===== config.mk =====
export PLATFORM = sky130hd
export DESIGN_NAME = riscv_lsu
export DESIGN_NICKNAME = d
export VERILOG_FILES = /design/src/rtl/riscv_lsu.sv
export SDC_FILE = /design/constraint.sdc
export NUM_CORES = 1
export LEC_CHECK = 0
export CAP_MARGIN = 20
export CORE_MARGIN = 8
export CORE_UTILIZATION = 47
export CTS_CLUSTER_DIAMETER = 30
export DETAILED_ROUTE_END_ITERATION = 12
export PLACE_DENSITY = 0.86
export REMOVE_ABC_BUFFERS = 1
export SLEW_MARGIN = 10
export SYNTH_ARGS = -nofsm -noshare
export SYNTH_HDL_FRONTEND = slang
export SYNTH_SLANG_ARGS = --single-unit

===== constraint.sdc =====
create_clock -name clk_i -period 5.28 [get_ports clk_i]
set_input_delay 1.32 -clock clk_i [delete_from_list [all_inputs] [get_ports clk_i]]
set_output_delay 1.32 -clock clk_i [all_outputs]
set_load 0.02 [all_outputs]

===== src/rtl/riscv_lsu.sv =====
// riscv_lsu: load/store unit with a req/gnt/rvalid data-memory handshake and PC stall.
// Optional macro LSU_MISALIGN_EXC_EN: flag misaligned H/W accesses instead of forcing alignment.
module riscv_lsu (
  input  logic        clk_i,
  input  logic        reset_i,
  input  logic [31:0] lsu_addr_i,
  input  logic [31:0] lsu_data_i,
  input  logic        lsu_req_i,
  input  logic        lsu_we_i,
  input  logic [2:0]  lsu_size_i,
  output logic [31:0] lsu_data_o,
  output logic        lsu_stall_req_o,
  output logic        lsu_misalign_o,
  output logic        data_req_o,
  output logic        data_we_o,
  output logic [3:0]  data_be_o,
  output logic [31:0] data_addr_o,
  output logic [31:0] data_wdata_o,
  input  logic        data_gnt_i,
  input  logic        data_rvalid_i,
  input  logic [31:0] data_rdata_i,
  output logic [1:0]  debug_state
);

  localparam logic [1:0] IDLE = 2'd0;
  localparam logic [1:0] REQ  = 2'd1;
  localparam logic [1:0] RESP = 2'd2;
  localparam logic [1:0] DONE = 2'd3;

  // Handshake: data_req_o is held with stable data_* until data_gnt_i; the response
  // is data_rvalid_i, accepted only in RESP (at least one cycle after the grant).

  logic [1:0]  state;
  logic [1:0]  state_nxt;
  logic [31:0] addr_q;
  logic [31:0] wdata_q;
  logic        we_q;
  logic [2:0]  size_q;
  logic [31:0] rdata_q;
  logic        misalign_in;

  logic        is_byte;
  logic        is_half;
  logic        is_signed;
  logic [3:0]  be;
  logic [31:0] wdata_rep;
  logic [7:0]  ld_byte;
  logic [15:0] ld_half;
  logic [31:0] load_ext;
  logic        in_req;

  // funct3 low bits 00 = byte, 01 = half; every other code behaves as a word.
  assign is_byte   = (size_q[1:0] == 2'b00);
  assign is_half   = (size_q[1:0] == 2'b01);
  assign is_signed = ~size_q[2];

  always_comb begin
    be        = 4'b1111;
    wdata_rep = wdata_q;
    if (is_byte) begin
      be        = 4'b0001 << addr_q[1:0];
      wdata_rep = {4{wdata_q[7:0]}};
    end else if (is_half) begin
      be        = addr_q[1] ? 4'b1100 : 4'b0011;
      wdata_rep = {2{wdata_q[15:0]}};
    end
  end

  always_comb begin
    ld_byte = data_rdata_i[7:0];
    case (addr_q[1:0])
      2'd1:    ld_byte = data_rdata_i[15:8];
      2'd2:    ld_byte = data_rdata_i[23:16];
      2'd3:    ld_byte = data_rdata_i[31:24];
      default: ld_byte = data_rdata_i[7:0];
    endcase
    ld_half  = addr_q[1] ? data_rdata_i[31:16] : data_rdata_i[15:0];
    load_ext = data_rdata_i;
    if (is_byte)
      load_ext = {{24{is_signed & ld_byte[7]}}, ld_byte};
    else if (is_half)
      load_ext = {{16{is_signed & ld_half[15]}}, ld_half};
  end

`ifdef LSU_MISALIGN_EXC_EN
  logic misalign_q;
  assign misalign_in = ((lsu_size_i[1:0] == 2'b01) & lsu_addr_i[0]) |
                       ((lsu_size_i[1] == 1'b1) & (lsu_addr_i[1:0] != 2'b00));
  assign lsu_misalign_o = (state == DONE) & misalign_q;

  always_ff @(posedge clk_i or negedge reset_i) begin
    if (!reset_i)
      misalign_q <= 1'b0;
    else if (state == IDLE && lsu_req_i)
      misalign_q <= misalign_in;
  end
`else
  assign misalign_in    = 1'b0;
  assign lsu_misalign_o = 1'b0;
`endif

  always_comb begin
    state_nxt = state;
    case (state)
      IDLE:    if (lsu_req_i) state_nxt = misalign_in ? DONE : REQ;
      REQ:     if (data_gnt_i) state_nxt = RESP;
      RESP:    if (data_rvalid_i) state_nxt = DONE;
      default: state_nxt = IDLE;
    endcase
  end

  always_ff @(posedge clk_i or negedge reset_i) begin
    if (!reset_i) begin
      state   <= IDLE;
      addr_q  <= '0;
      wdata_q <= '0;
      we_q    <= 1'b0;
      size_q  <= '0;
      rdata_q <= '0;
    end else begin
      state <= state_nxt;
      if (state == IDLE && lsu_req_i) begin
        addr_q  <= lsu_addr_i;
        wdata_q <= lsu_data_i;
        we_q    <= lsu_we_i;
        size_q  <= lsu_size_i;
      end
      if (state == RESP && data_rvalid_i && !we_q)
        rdata_q <= load_ext;
    end
  end

  // Memory-side outputs are zero outside REQ so reset leaves every output at 0.
  assign in_req          = (state == REQ);
  assign data_req_o      = in_req;
  assign data_we_o       = in_req & we_q;
  assign data_be_o       = in_req ? be : 4'b0000;
  assign data_addr_o     = in_req ? {addr_q[31:2], 2'b00} : 32'h0;
  assign data_wdata_o    = in_req ? wdata_rep : 32'h0;
  assign lsu_data_o      = rdata_q;
  assign lsu_stall_req_o = reset_i & lsu_req_i & (state != DONE);
  assign debug_state     = state;

endmodule

=== Word-level counts from Yosys, hierarchy flattened ===
Cells that the tools add are included.

* Equality and inequality tests: 10
* Shift-type cells: 1
* Multiplexer cells: 16
* Bitwise operators: 6
* Reductions and logical operators: 7

{| class="wikitable"
|+ Operator list
! operator !! number
|-
| two-way mux 32 bit || 6
|-
| one-hot mux 8 bit (3 select lines) || 1
|-
| two-way mux 16 bit || 1
|-
| two-way mux 4 bit || 4
|-
| inequality test 2 bit, second input constant || 4
|-
| == test 2 x 1 -> 1 bit, second input constant || 3
|-
| == test 2 bit, second input constant || 3
|-
| two-way mux 2 bit || 3
|-
| one-hot mux 2 bit (3 select lines) || 1
|-
| bitwise AND 1 bit || 5
|-
| zero test 2 bit || 2
|-
| << shifter 1 x 2 -> 4 bit, first input constant || 1
|-
| logical AND 1 bit || 3
|-
| AND reduction 3 bit || 1
|-
| zero test 1 bit || 1
|-
| NOT 1 bit || 1
|}

* Register bits after elaboration: 102
* Input bits: 105
* Output and inout bits: 106
* Logic and storage cells: 46

=== Depth between registers and ports, before layout ===
Gate-level depths: netlist of the first run.

* Depth after elaboration: 4
* Mapped depth: 8
* Mapped depth without buffers: 6

=== Least setup slack after synthesis of the first run ===
No wires, ideal clock.

* Path kind: reg2out
* Start point: register state[1] (netlist: debug_state[1])
* End point: output data_wdata_o[10]
* Arrival time: 1.717 ns
* Required time: 3.960 ns
* Path slack: 2.243 ns
* Stages on the path, launching flop included: 5
* Path buffers: 1
* Cell sequence: dfrtp_1 -> inv_1 -> ha_1 -> clkbuf_1 -> a21boi_0

* Cells in the longest elaborated chain, start to end: 2

{| class="wikitable"
|+ RTL lines
! element !! RTL line !! source
|-
| from (decl) || 33 || <nowiki>logic [1:0] state;</nowiki>
|-
| from (signal assigned) || 121 || <nowiki>state <= state_nxt;</nowiki>
|-
| == test 2 x 1 -> 1 bit || 134 || <nowiki>assign in_req = (state == REQ);</nowiki>
|-
| named net data_req_o || 14 || <nowiki>output logic data_req_o,</nowiki>
|-
| two-way mux 32 bit || 139 || <nowiki>assign data_wdata_o = in_req ? wdata_rep : 32'h0;</nowiki>
|-
| to (decl) || 18 || <nowiki>output logic [31:0] data_wdata_o,</nowiki>
|}

The timed path passes the listed nets, and every way through them passes these cells.

=== Final worst setup path of the first run ===
* Start point: register state[1] (netlist: debug_state[1])
* End point: output data_wdata_o[15]

* Cells in the longest elaborated chain, start to end: 2

{| class="wikitable"
|+ RTL lines
! element !! RTL line
|-
| == test 2 x 1 -> 1 bit || 134
|-
| two-way mux 32 bit || 139
|}

Every way passes these cells.

==> results by stage, run 1 <==
Yosys:
- In this run the mean area of a mapped cell was 10.7 um2.
- The count of flip-flops with a built-in enable after synthesis is 0.
- Sorting the synthesized cells by area gives the leading types as dfrtp_1 (49%), mux2_2 (15%), and2_1 (5.8%).
- The total standard cell area after synthesis is roughly 5300 um2.
- After synthesis the netlist holds a flip-flop and latch count of 102.
- The largest total area in the synthesized netlist belongs to dfrtp_1.
- The top cell type's share of synthesized area is 48.6%.
- The commonest cells after synthesis are dfrtp_1 (102), mux2_2 (68), nand2_1 (53).
- Yosys printed 0 warnings.
- The count of different cell masters after synthesis is 35.
- The most common cell in the synthesized netlist is dfrtp_1.
- The synthesized instance count is roughly 500.
- Of all flip-flops after synthesis, the portion carrying an async set or reset was 100%.
- The proportion of synthesized chip area in sequential cells is 48.6%.
- For this run, the leading register cell type out of synthesis is dfrtp_1.

CTS:
- The post-CTS setup buffer count is 0.
- The total of hold buffers inserted after clock tree synthesis is 0.
- Once the clock tree was built, the resizer swapped 0 gates to a different size.
- The clock tree from TritonCTS is done.
- After clock tree synthesis, the clock-pin slew on the worst setup and hold paths is 0.10 ns.
- The longest clock path from root to sink contains 2 buffers.
- The H-tree generated during clock tree synthesis spans 3 levels.
- The tree is rooted in a clkbuf_8.
- The clock sink count is 102.
- The clock latency of the later-clocked register in the worst-skew pair is 0.37 ns.
- The CTS buffer count is 9.

Place:
- The instance area at placement is around 7400 um2.
- The detailed placement HPWL is 12,000 um.
- The global placer's final weighted congestion is ~0.83.
- In this run the tool buffered the top-level ports with 207 buffer cells.
- The post-place setup slack is 1.36 ns.

Timing:
- The total count of hold-check failures in the final report came to 0.
- The post-route setup TNS is 0 ns.
- The setup-violating endpoint count in the final report is 0.
- The slew at the pin closest to its max-slew limit is around 1.0 ns.
- Setup repair after global routing left no endpoint under its margin.
- The final critical path time including I/O delays and setup is 4.11 ns.
- Setup slack on the critical path of the routed design comes to 1.17 ns.
- The final critical path takes up between 70 and 80% of the cycle.
- Timing would allow up to 0.243 GHz.
- The max-slew violation count is 0.
- The worst clock skew is approximately 0.0058 ns.
- The worst slew margin relative to its limit is 30.3%.

Layout:
- The fraction of layout cells with a size suffix above 1 is about 16%.
- Compared with the post-synthesis result, the final layout area differs by 45.0%.
- After routing the design area is 7620 um2.
- The filler cells instantiated in the layout total approximately 820.
- The final net count is 789.
- The number of inserted diodes is 0.

Global routing:
- The maximum number of pins on one net before global-route repair is 70.
- The via count of the first global-routing pass is 4,785.
- The number of antenna violations at the first check in global routing came to 0.
- The first global-routing pass estimated about 25,000 um of wire.
- The overall routing resource usage is 21.8%.
- After global routing the overflow that remains totals 0.

Power:
- The peak ir drop on the vdd network is 0.364 mV.
- The cell leakage power is 3.18 nW.
- The final total power is roughly 4.6 mW.
- The ratio of total power to cell area is 604 nW/um2.

Detailed routing:
- The number of iterations in the first detailed-routing pass is 6.
- The final antenna-violating net count is 0.
- After detailed routing, the wire length on met1 is ~6200 um.
- The uppermost signal routing layer after detailed routing is met4.
- For this block, the via count after detailed routing is 4,427.
- For this block, the routed nets add up to 16,100 um of wire.
- The average wire length per cell after detail routing is 19.6 um.
- The number of DRC markers after the initial detailed-route iteration is 430.
- After detailed routing, the number of vias per cell comes to 5.37.
- The number of remaining DRC errors is 0.
- Summed over all nets, wire length on met2 after detailed routing comes to 7550 um.
- The length of routed met3 wiring is 2150 um.

Setup path:
- The signal arrival time at the worst endpoint is about 2.8 ns.
- The element type at the critical path end is an output pin.
- At the worst endpoint, the required time is 3.96 ns.
- The critical path launch point type is a flip-flop.
- Along the worst path, the maximum fanout reaches 69.
- The critical path class is reg2out.

Run status:
- The flow ran to the end, and the final reports show no timing, DRC or antenna violations.

Job:
- Max-cap violations in this run came to 0.

Die:
- The cell row count is 38.
- The core outline area is 10,900 um2.
- Measured along the y axis, the die boundary spans 122 um.
- The die outline width is 122 um.
- The die outline area is 14,800 um2.
- The number of ports placed on the die boundary is 211.
- The starting density of the core is 48.2%.

Worst hold path:
- The tightest min-delay check is of the reg2reg type.
final timing paths:
| kind | start | end | slack, ns | depth (start not counted) |
|---|---|---|---|---|
| max | debug_state[1] | data_wdata_o[15] | 1.17 | 4 |
| min | lsu_data_o[26] | lsu_data_o[26] | 0.50 | 2 |
| max reg2reg | addr_q[1] | lsu_data_o[23] | 2.83 | 4 |
| min reg2reg | lsu_data_o[26] | lsu_data_o[26] | 0.50 | 2 |
| max in group asynchronous | reset_i | wdata_q[30] | 3.03 | 3 |
| min in group asynchronous | reset_i | lsu_data_o[29] | 1.06 | 2 |
sequential cells by signal, summed over array words and instances (netlist names):
register / cells
lsu_data_o: 32
we_q: 1
addr_q: 32
size_q: 3
debug_state: 2
wdata_q: 32
where the power goes:
part	internal (mW)	switching (mW)	leakage [nW]
sequential	1.17	0.331	1.21
combinational	1.26	1.24	1.86
clock	0.316	0.284	0.112
kinds of logic after synthesis:
logic type | Yosys count | share of synthesized area (%)
simple gates | 188 | 18.7
flops | 102 | 48.6
mux | 88 | 18.4
compound gates | 65 | 9.29
buf+inv | 44 | 4.05
fa+ha+maj | 4 | 0.953
other cells | 1 | 0.0714
per-layer routing:
layer | global-route usage [%] | up-vias
met5 | 0 | -
met4 | 6.01 | 0
met3 | 11.8 | 15
met2 | 36.1 | 205
met1 | 24.0 | 2147
li1 | - | 2060
per-stage QoR:
step / hold WS [ns] / instances / util (%)
2_1_floorplan: 0.472 / 455 / -
3_3_place_gp: 0.475 / 809 / 67.7
3_5_place_dp: 0.486 / 809 / 67.7
4_1_cts: 0.509 / 825 / 70.0
5_1_grt: 0.519 / 825 / 70.0
6_report: 0.504 / 825 / 70.0
placed cells by master (no fill, tap or decap), types with 5 or more instances in the layout:
cell	n
nor2_1	14
buf_4	8
o21ai_1	8
dfrtp_1	101
nand2_1	52
a211oi_2	7
o21ai_0	17
inv_1	5
clkbuf_8	9
and3b_1	7
nor2b_1	19
mux2i_1	20
a31oi_1	8
a21boi_0	8
nor3_1	7
o221a_2	7
nand3_1	32
clkdlybuf4s50_1	206
and2_1	49
mux2_2	68
critical path, stage by stage (launching register included):
cell and delay [ns]:
dfrtp_1 0.43, inv_1 0.11, ha_2 0.87, a21boi_0 0.31
clkdlybuf4s50_1 0.65
layout make-up:
class	instances	area (um2)	area share (%)
clock buffer	9	124	1.63
multi-input combinational	348	2500	32.9
inverter	5	18.8	0.246
timing repair buffer	214	2120	27.9
sequential	102	2550	33.5
clock inverter	7	121	1.59
tap	140	175	2.30
Note: power is estimated with default switching activity, not from simulation.
==> run 2: changes to the inputs <==
--- a/config.mk
+++ b/config.mk
@@ -7,10 +7,10 @@
 export LEC_CHECK = 0
 export CAP_MARGIN = 20
 export CORE_MARGIN = 8
-export CORE_UTILIZATION = 47
+export CORE_UTILIZATION = 40
 export CTS_CLUSTER_DIAMETER = 30
 export DETAILED_ROUTE_END_ITERATION = 12
-export PLACE_DENSITY = 0.86
+export PLACE_DENSITY = 0.78
 export REMOVE_ABC_BUFFERS = 1
 export SLEW_MARGIN = 10
 export SYNTH_ARGS = -nofsm -noshare
==> constraint.sdc (replaced) <==
create_clock -name clk_i -period 3.39 [get_ports clk_i]
set_input_delay 0.8475 -clock clk_i [delete_from_list [all_inputs] [get_ports clk_i]]
set_output_delay 0.8475 -clock clk_i [all_outputs]
set_load 0.02 [all_outputs]
==> results by stage, run 2 (synthesis results as in run 1) <==
Run status:
- The flow ran to the end, and the final reports show no timing, DRC or antenna violations.

Setup path:
- Traced cell by cell, the critical path runs through nor2_1 > buf_4 > nand2_1 > a21boi_0 > clkdlybuf4s50_1.
- At the worst endpoint, the arrival time is 2.26 ns.
- The standard cell with the maximum stage delay on the critical path is clkdlybuf4s50_1.
- The element type at the critical path end is an output pin.
- The reg-to-reg startpoint is size_q[1].
- The worst register-to-register path ends at lsu_data_o[2].
- The worst setup path is launched from a flip-flop.
- The longest individual stage delay on the worst path is 0.67 ns.
- Setup slack on the worst reg-to-reg path comes out at 1.17 ns.
- STA puts the critical path data required time at 2.54 ns.
- The cell class contributing the biggest share of worst-path delay is buffers and inverters.
- Counting both buffers and inverters, the worst setup path holds a total of 2.
- The largest fanout on the critical path is 12.
- The critical path is of the reg2out type.
- The cell count of the worst reg-to-reg path is 6.

Detailed routing:
- The final antenna-violating net count is 0.
- The total via count in the routed design is 4,488.
- The average wire length per cell after detail routing is 19.5 um.
- The wire length reported by the detailed router is 17,000 um.
- After detailed routing, the number of vias per cell comes to 5.16.
- The first routing iteration left 336 violations.
- In the routed design, unresolved DRC markers number 0.
- The number of iterations in the first detailed-routing pass is 4.

Timing:
- The final critical path takes up around nine tenths of the cycle.
- The total count of hold-check failures in the final report is 0.
- For the pin with the worst max-slew slack, the measured transition is slightly below 0.7 ns.
- After routing, the total negative slack on setup checks comes to 0 ns.
- The max-slew violation count is 0.
- The worst slew margin relative to its limit is 54.1%.
- The worst path in the final design needs a cycle of ~3.1 ns, including I/O delays and setup.
- Setup repair after global routing left no endpoint under its margin.
- Based on the critical path, the design can be clocked at up to around 0.32 GHz.
- The setup-violating endpoint count in the final report is 0.
- Clock skew on the completed layout was measured at approximately 0.0082 ns.

CTS:
- The post-cts resize count is 0.
- The CTS buffer count is 9.
- TritonCTS built the clock tree.
- In this run, post-CTS hold repair placed 0 buffers.
- The clock sink count is 102.
- The clock latency of the later-clocked register in the worst-skew pair is 0.35 ns.
- The number of H-tree levels is 3.
- The clock passes through at most 2 buffers.
- The master cell of the clock root buffer is clkbuf_16.
- Clock-pin slew was measured on the worst setup and hold paths at 0.07 ns.
- Post-CTS timing repair inserted 0 buffers for setup.

Global routing:
- For this run, the total global-route usage over all layers was measured as 20.3%.
- The residual overflow from global routing is 0.
- The first-pass GRT wire length is 26,600 um.
- The number of antenna violations at the first check in global routing is 0.
- Entering global routing, the biggest net connects 55 pins.
- The via count of the first global-routing pass is 4,892.

Layout:
- Leaving out fill and tap cells, the most frequent cell in the layout is clkdlybuf4s50_1.
- Cells with a size suffix above 1 make up around 17% of the layout.
- The number of inserted diodes is 0.
- Relative to the synthesized area, the layout overhead comes to 49.3%.
- The final net count is 798.
- Leaving out fill and tap cells, the most frequent cells in the layout are clkdlybuf4s50_1 (206), dfrtp_1 (101), mux2_2 (68), nand2_1 (52), and2_1 (49).

Die:
- between 200 and 250 I/O pins were placed.
- The cell row count is 42.
- The die covers around 17,000 um2.
- The region available for standard cell placement spans 13,000 um2.
- For this configuration, the core starts out at a cell density of 40.3%.
- In this run the horizontal extent of the chip is 131 um.
- From bottom edge to top edge, the die measures around 130 um.

Worst hold path:
- The cell depth of the worst hold path is 2.
- The worst hold path belongs to the class reg2reg.
- The path with the worst hold slack has its endpoint at lsu_data_o[27].
- The origin of the worst min-delay path is lsu_data_o[27].

Power:
- The final total power is roughly 7.5 mW.
- The peak ir drop on the vdd network is between 0.5 and 0.6 mV.
- The cell leakage power is between 3 and 4 nW.
- The ratio of total power to cell area is 956 nW/um2.

Place:
- The count of port buffers added during placement is a little over 200.
- At the end of routability-driven placement, the weighted congestion stood at 0.819.
- The wire-length estimate of the detail-placed layout is 12,900 um.

Job:
- The number of max-cap violations is 0.
-- run 2: changes by cell type in the layout (fill, tap and decap cells not counted) --
| cell | change |
|---|---|
| inv_8 | +1 |
| buf_12 | +2 |
| buf_4 | +7 |
| clkbuf_8 | -8 |
| clkinvlp_4 | -2 |
| clkinv_2 | +1 |
| bufinv_16 | -1 |
| clkbuf_16 | +9 |
-- run 2: cell type report --
type / count / area [um2]
flip-flops and latches: 102 / 2550
multi-input cells: 348 / 2500
inverters: 5 / 18.8
clock inverters: 6 / 92.6
clock buffers: 10 / 239
well taps: 176 / 220
repair buffers: 223 / 2210
fillers: 1112 / 5190
-- run 2: worst register-to-register path, delay by kind of cell, from the launching register on --
family	cells	cell delay (ns)
flip-flops	1	0.50
AND/OR/NAND/NOR	1	0.59
buffers and inverters	2	0.53
AO/OA/AOI/OAI	3	0.50
-- run 2: metrics by stage --
| step | util [%] | hold slack, ns | instance area, um2 | instances | setup slack, ns |
|---|---|---|---|---|---|
| detailed placement | 57.6 | 0.480 | 7510 | 854 | 0.355 |
| finish | 60.2 | 0.490 | 7840 | 870 | 0.285 |
| global placement | 57.6 | 0.477 | 7510 | 854 | 0.418 |
| CTS | 60.2 | 0.496 | 7840 | 870 | 0.258 |
| floorplan | - | 0.472 | 5070 | 455 | 0.291 |
| global route | 60.2 | 0.510 | 7840 | 870 | 0.146 |
-- run 2: worst max-delay path by stage --
stage / from / endpoint / slack (ns) / cells after the start
final: size_q[1] / data_wdata_o[13] / 0.28 / 5
after CTS: size_q[1] / data_wdata_o[13] / 0.26 / 5
after global placement: lsu_req_i / lsu_stall_req_o / 0.42 / 4
after detailed placement: lsu_req_i / lsu_stall_req_o / 0.36 / 4
after floorplan: data_rvalid_i / lsu_data_o[16] / 0.29 / 4
after global routing: size_q[1] / data_wdata_o[9] / 0.15 / 4
-- run 2: layer usage --
layer  GRT usage, %  up-vias  routed length [um]
li1               -     2083                   -
met1           22.5     2184                6490
met2           33.0      198                7900
met3           9.94       23                2220
met4           8.04        0                 361
met5              0        -                   0
-- run 2: power by group --
group	switching (mW)	internal, mW
Combinational	2.05	2.03
Sequential	0.426	1.83
Clock	0.481	0.674
==> run 3: changes to the inputs <==
--- a/config.mk
+++ b/config.mk
@@ -12,7 +12,6 @@
 export DETAILED_ROUTE_END_ITERATION = 12
 export PLACE_DENSITY = 0.78
 export REMOVE_ABC_BUFFERS = 1
-export SLEW_MARGIN = 10
 export SYNTH_ARGS = -nofsm -noshare
 export SYNTH_HDL_FRONTEND = slang
 export SYNTH_SLANG_ARGS = --single-unit
==> results of run 3 <==
The final DEF is identical to that of run 2; final timing and power are the same.
==> patch 1, RTL diff (settings of run 2) <==
Put one more register stage on the output `debug_state`, cleared by the reset. The value now appears one clock later. The other outputs are not delayed to match.
--- a/src/rtl/riscv_lsu.sv
+++ b/src/rtl/riscv_lsu.sv
@@ -139,6 +139,12 @@
   assign data_wdata_o    = in_req ? wdata_rep : 32'h0;
   assign lsu_data_o      = rdata_q;
   assign lsu_stall_req_o = reset_i & lsu_req_i & (state != DONE);
-  assign debug_state     = state;
+  always_ff @(posedge clk_i or negedge reset_i) begin
+    if (!reset_i) begin
+      debug_state <= '0;
+    end else begin
+      debug_state <= state;
+    end
+  end
 
 endmodule
Function: changed (a bounded check fails within 4 cycles, from zero or initial values and one cycle with reset_i low).
==> patch 1 against run 2 <==
- power shrank 1.4%
- synthesized area grew 0.98%
- sequential cell count grew 2
- worst setup slack lost 0.098 ns
- routed wire length shrank 3.5%
- final area grew 0.16%
- utilization shrank 0.15 points
- largest power group unchanged
==> patch 1: results (changes against run 2) <==
Final GP Congestion -> 0.825 (+0.76%)
share of layout cells above drive strength 1 -> 17.4% (-0.075 points)
H-tree levels -> 3 (unchanged)
Hold Crit Depth -> 0 (-2)
top cells by area, synth -> dfrtp_1 (49%), mux2_2 (14%), and2_1 (5.8%), mux2i_1 (3.8%), nand2_1 (3.8%)
worst-path maximum fanout -> 39 (+27)
period utilisation layout -> 94.5% (+2.9 points)
r2r setup slk -> 1.37 ns (+0.20 ns)
Compound-Gate Fraction of Synth Area -> 9.20% (-0.090 points)
final setup skew -> 0.00944 ns (+0.00125 ns)
Hold Startpoint -> state[0]
Hold Path End -> debug_state[0]
Initial DRC Count -> 168 (-50%)
TritonRoute pass-1 iters -> 5 (+1)
worst skew pair latency -> 0.35 ns (about the same)
critical path arrival -> 2.36 ns (+0.10 ns)
detailed placer's ending HPWL -> 12300 um (-4.4%)
first-pass GRT wire length -> 26100 um (-2.1%)
Async SR Flop Fraction -> 100% (unchanged)
n_diodes -> 0 (unchanged)
Lkg Pwr -> 3.30 nW (+0.30%)
reg2reg start -> size_q[0]
Max rail drop VDD -> 0.411 mV (-27%)
pre-CTS setup slack -> 0.423 ns (+0.0681 ns)
Reg clk slew, reported paths -> 0.07 ns (about the same)
adder-cell area share of the yosys netlist -> 0.944% (-0.0092 points)
CP Capture Point -> data_wdata_o[15]
CTS buffer count -> 9 (unchanged)
multiplexer area fraction after synthesis -> 18.2% (-0.18 points)
xor/xnor share of the synthesized area -> 0% (unchanged)
cells resized by post-CTS repair -> 0 (unchanged)
top post-synthesis cells by count -> dfrtp_1 (104), mux2_2 (68), nand2_1 (53), and2_1 (49), nand3_1 (32)
root buffer cell -> clkbuf_16
largest net degree at the start of global routing -> 69 (+25%)
total number of vias -> 4452 (-0.80%)
Fillers -> 1070 (-3.8%)
Netlist cell types -> 36 (+2.9%)
initial antenna violation count -> 0 (unchanged)
Port Buffers -> 207 (unchanged)
warnings from Yosys -> 0 (unchanged)
Layout Nets -> 801 (+0.38%)
sequential area share after synthesis -> 49.1% (+0.47 points)
Hold Crit Class -> reg -> reg
status -> finished, final reports clean
Max clock buf depth -> 2 (unchanged)
worst r2r path cells -> 6 (unchanged)
GRT Total Usage -> 18.8% (-1.5 points)
Slew headroom -> 46.9% (-7.2 points)
vias in the first global route -> 4828 (-1.3%)
Worst Setup SP -> state[1]
R2R Path End -> lsu_data_o[2]
DRT Wirelength -> 16400 um (-3.5%)
# Post-CTS Setup Buffers -> 0 (unchanged)
[patch 1: cell types whose count changed after synthesis, sizes merged]
cell | before | now
dfrtp | 102 | 104
[patch 1: critical path, cell delays in order, from the launching register on]
cell,delay [ns]
dfrtp_1,0.42
inv_1,0.12
ha_2,0.19
buf_4,0.32
a21boi_0,0.27
clkdlybuf4s50_1,0.67
[patch 1: cell families after synthesis]
group,Yosys count
flops,104
buf+inv,44
other cells,1
simple gates,188
compound gates,65
mux,88
fa+ha+maj,4
[patch 1: layer usage]
layer  global-route usage [%]  share of wire [%]  up-vias
met4                     7.49                2.1        0
met1                     22.0                 42     2131
li1                         -                  -     2088
met2                     29.6                 45      210
met3                     8.46                 11       23
met5                        0                  0        -
[patch 1: report_power, final]
group / switching [mW] / leakage, nW / internal (mW)
logic: 2.02 / 1.92 / 2.02
registers: 0.421 / 1.24 / 1.86
clock network: 0.469 / 0.145 / 0.592
total: 2.91 / 3.30 / 4.48
[patch 1: stage by stage]
step | utilization [%] | cells | hold WS (ns) | instance area, um2 | total power [mW]
6_report | 60.0 | 873 | 0.450 | 7850 | 7.39
5_1_grt | 60.0 | 873 | 0.458 | 7850 | 7.87
4_1_cts | 60.0 | 873 | 0.449 | 7850 | 7.48
3_5_place_dp | 57.7 | 857 | 0.430 | 7550 | 6.39
3_3_place_gp | 57.7 | 857 | 0.412 | 7550 | 6.27
2_1_floorplan | - | 457 | 0.401 | 5120 | 4.55
[patch 1: area by class of cell]
class / instances / area share, %
flip-flops and latches: 104 / 33.2
repair buffers: 224 / 28.1
clock inverters: 5 / 0.717
multi-input cells: 348 / 31.9
well taps: 176 / 2.80
clock buffers: 11 / 3.09
inverters: 5 / 0.239
==> patch 2, RTL diff (config.mk and constraints of run 2) <==
Without the edit above. Build with the macro `LSU_MISALIGN_EXC_EN` defined.
--- a/src/rtl/riscv_lsu.sv
+++ b/src/rtl/riscv_lsu.sv
@@ -1,5 +1,7 @@
 // riscv_lsu: load/store unit with a req/gnt/rvalid data-memory handshake and PC stall.
 // Optional macro LSU_MISALIGN_EXC_EN: flag misaligned H/W accesses instead of forcing alignment.
+`define LSU_MISALIGN_EXC_EN
+
 module riscv_lsu (
   input  logic        clk_i,
   input  logic        reset_i,
Behaviour: not the same (a bounded check fails within 4 cycles, from zero or initial values and one cycle with reset_i low).
==> patch 2 against run 2 <==
- utilization decreased by 0.52 points
- routed wire length decreased by 1.2%
- sequential cell count increased by 1
- final area decreased by 0.46%
- power decreased by 1.6%
- via count increased by 1.8%
- worst setup slack got worse by 0.053 ns
- non-clock buffer count unchanged
- synthesized area increased by 0.43%
- clock skew decreased by 0.0017 ns
- largest cell class unchanged
==> patch 2: results (changes against run 2) <==
Netlist cell types -> 35 (unchanged)
Port Buffers -> 208 (+0.48%)
Fillers -> 1066 (-4.1%)
root buffer cell -> clkbuf_16
r2r setup slk -> 1.46 ns (+0.29 ns)
top cells by area, synth -> dfrtp_1 (49%), mux2_2 (15%), and2_1 (5.0%), mux2i_1 (3.6%), nor2_1 (3.1%)
H-tree levels -> 3 (unchanged)
warnings from Yosys -> 0 (unchanged)
first-pass GRT wire length -> 26100 um (-2.1%)
Hold Path End -> lsu_data_o[16]
GRT Total Usage -> 20.0% (-0.31 points)
Hold Startpoint -> lsu_data_o[16]
final setup skew -> 0.00649 ns (-0.00171 ns)
share of layout cells above drive strength 1 -> 17.1% (-0.32 points)
largest net degree at the start of global routing -> 56 (+1.8%)
DRT Wirelength -> 16800 um (-1.2%)
minimum hold slack -> 0.491 ns (+0.000521 ns)
Layout Nets -> 808 (+1.3%)
worst-path maximum fanout -> 39 (+27)
total number of vias -> 4568 (+1.8%)
CP peak stage delay -> 0.64 ns (-0.03 ns)
vias in the first global route -> 4989 (+2.0%)
initial antenna violation count -> 0 (unchanged)
Final GP Congestion -> 0.836 (+2.2%)
top post-synthesis cells by count -> dfrtp_1 (103), mux2_2 (69), nor2_1 (43), and2_1 (42), nand2_1 (38)
R2R Path End -> addr_q[19]
detailed placer's ending HPWL -> 12600 um (-1.9%)
placed cell area -> 7520 um2 (+0.10%)
sequential area share after synthesis -> 48.9% (+0.27 points)
# Post-CTS Setup Buffers -> 0 (unchanged)
Initial DRC Count -> 262 (-22%)
critical path arrival -> 2.31 ns (+0.05 ns)
Lkg Pwr -> 3.23 nW (-1.8%)
Hold Crit Class -> reg -> reg
worst r2r path cells -> 5 (-1)
slowest cell on the critical path -> clkdlybuf4s50_1
Worst-Margin Slew -> 0.704 ns (+0.0147 ns)
grt ovf -> 0 (unchanged)
reg2reg start -> debug_state[0]
status -> finished, final reports clean
Max rail drop VDD -> 0.456 mV (-19%)
## patch 2: per-stage QoR
stage	utilization [%]	instances	worst slack (ns)
floorplan	-	464	0.342
global placement	57.4	863	0.433
finish	59.6	877	0.231
global route	59.6	877	0.0802
detailed placement	57.4	863	0.416
CTS	59.6	877	0.194
## patch 2: critical path, delay by kind of cell, from the launching register on
family	cells	cell delay, ns
simple gates	1	0.19
buf+inv	3	1.09
flops	1	0.46
fa+ha+maj	1	0.21
## patch 2: kinds of logic (layout without fill, tap and decap cells)
family / after synthesis / after routing / synth area share [%]
compound gates: 75 / 75 / 9.82
fa+ha+maj: 5 / 5 / 1.19
buf+inv: 43 / 242 / 4.25
flops: 103 / 103 / 48.9
mux: 88 / 88 / 18.3
other cells: 1 / 2 / 0.0711
simple gates: 186 / 186 / 17.5
## patch 2: layer usage
layer / up-vias / wire [um] / global-route usage [%]
li1: 2125 / - / -
met2: 225 / 7550 / 31.7
met5: - / 0 / 0
met4: 0 / 278 / 7.09
met3: 20 / 2360 / 10.9
met1: 2198 / 6590 / 22.4
## patch 2: cell type report
| class | instances | share of cell area (%) |
|---|---|---|
| well taps | 176 | 2.82 |
| clock buffers | 11 | 3.11 |
| flip-flops and latches | 103 | 33.0 |
| multi-input cells | 356 | 31.8 |
| inverters | 5 | 0.240 |
| repair buffers | 223 | 28.4 |
| clock inverters | 3 | 0.577 |
## patch 2: how the worst max path moves through the flow
stage | slack (ns) | start | end
global route | 0.08 | debug_state[1] | data_addr_o[11]
finish | 0.23 | debug_state[1] | data_addr_o[24]
CTS | 0.19 | debug_state[1] | data_addr_o[24]
global placement | 0.43 | lsu_req_i | lsu_stall_req_o
floorplan | 0.34 | size_q[1] | data_be_o[0]
detailed placement | 0.42 | lsu_req_i | lsu_stall_req_o
## patch 2: where the power goes
group          total, mW  internal [mW]  leakage [nW]  switching [mW]
combinational       4.09           1.98          1.87            2.10
sequential          2.25           1.85          1.22           0.406
clock               1.03          0.585         0.134           0.447
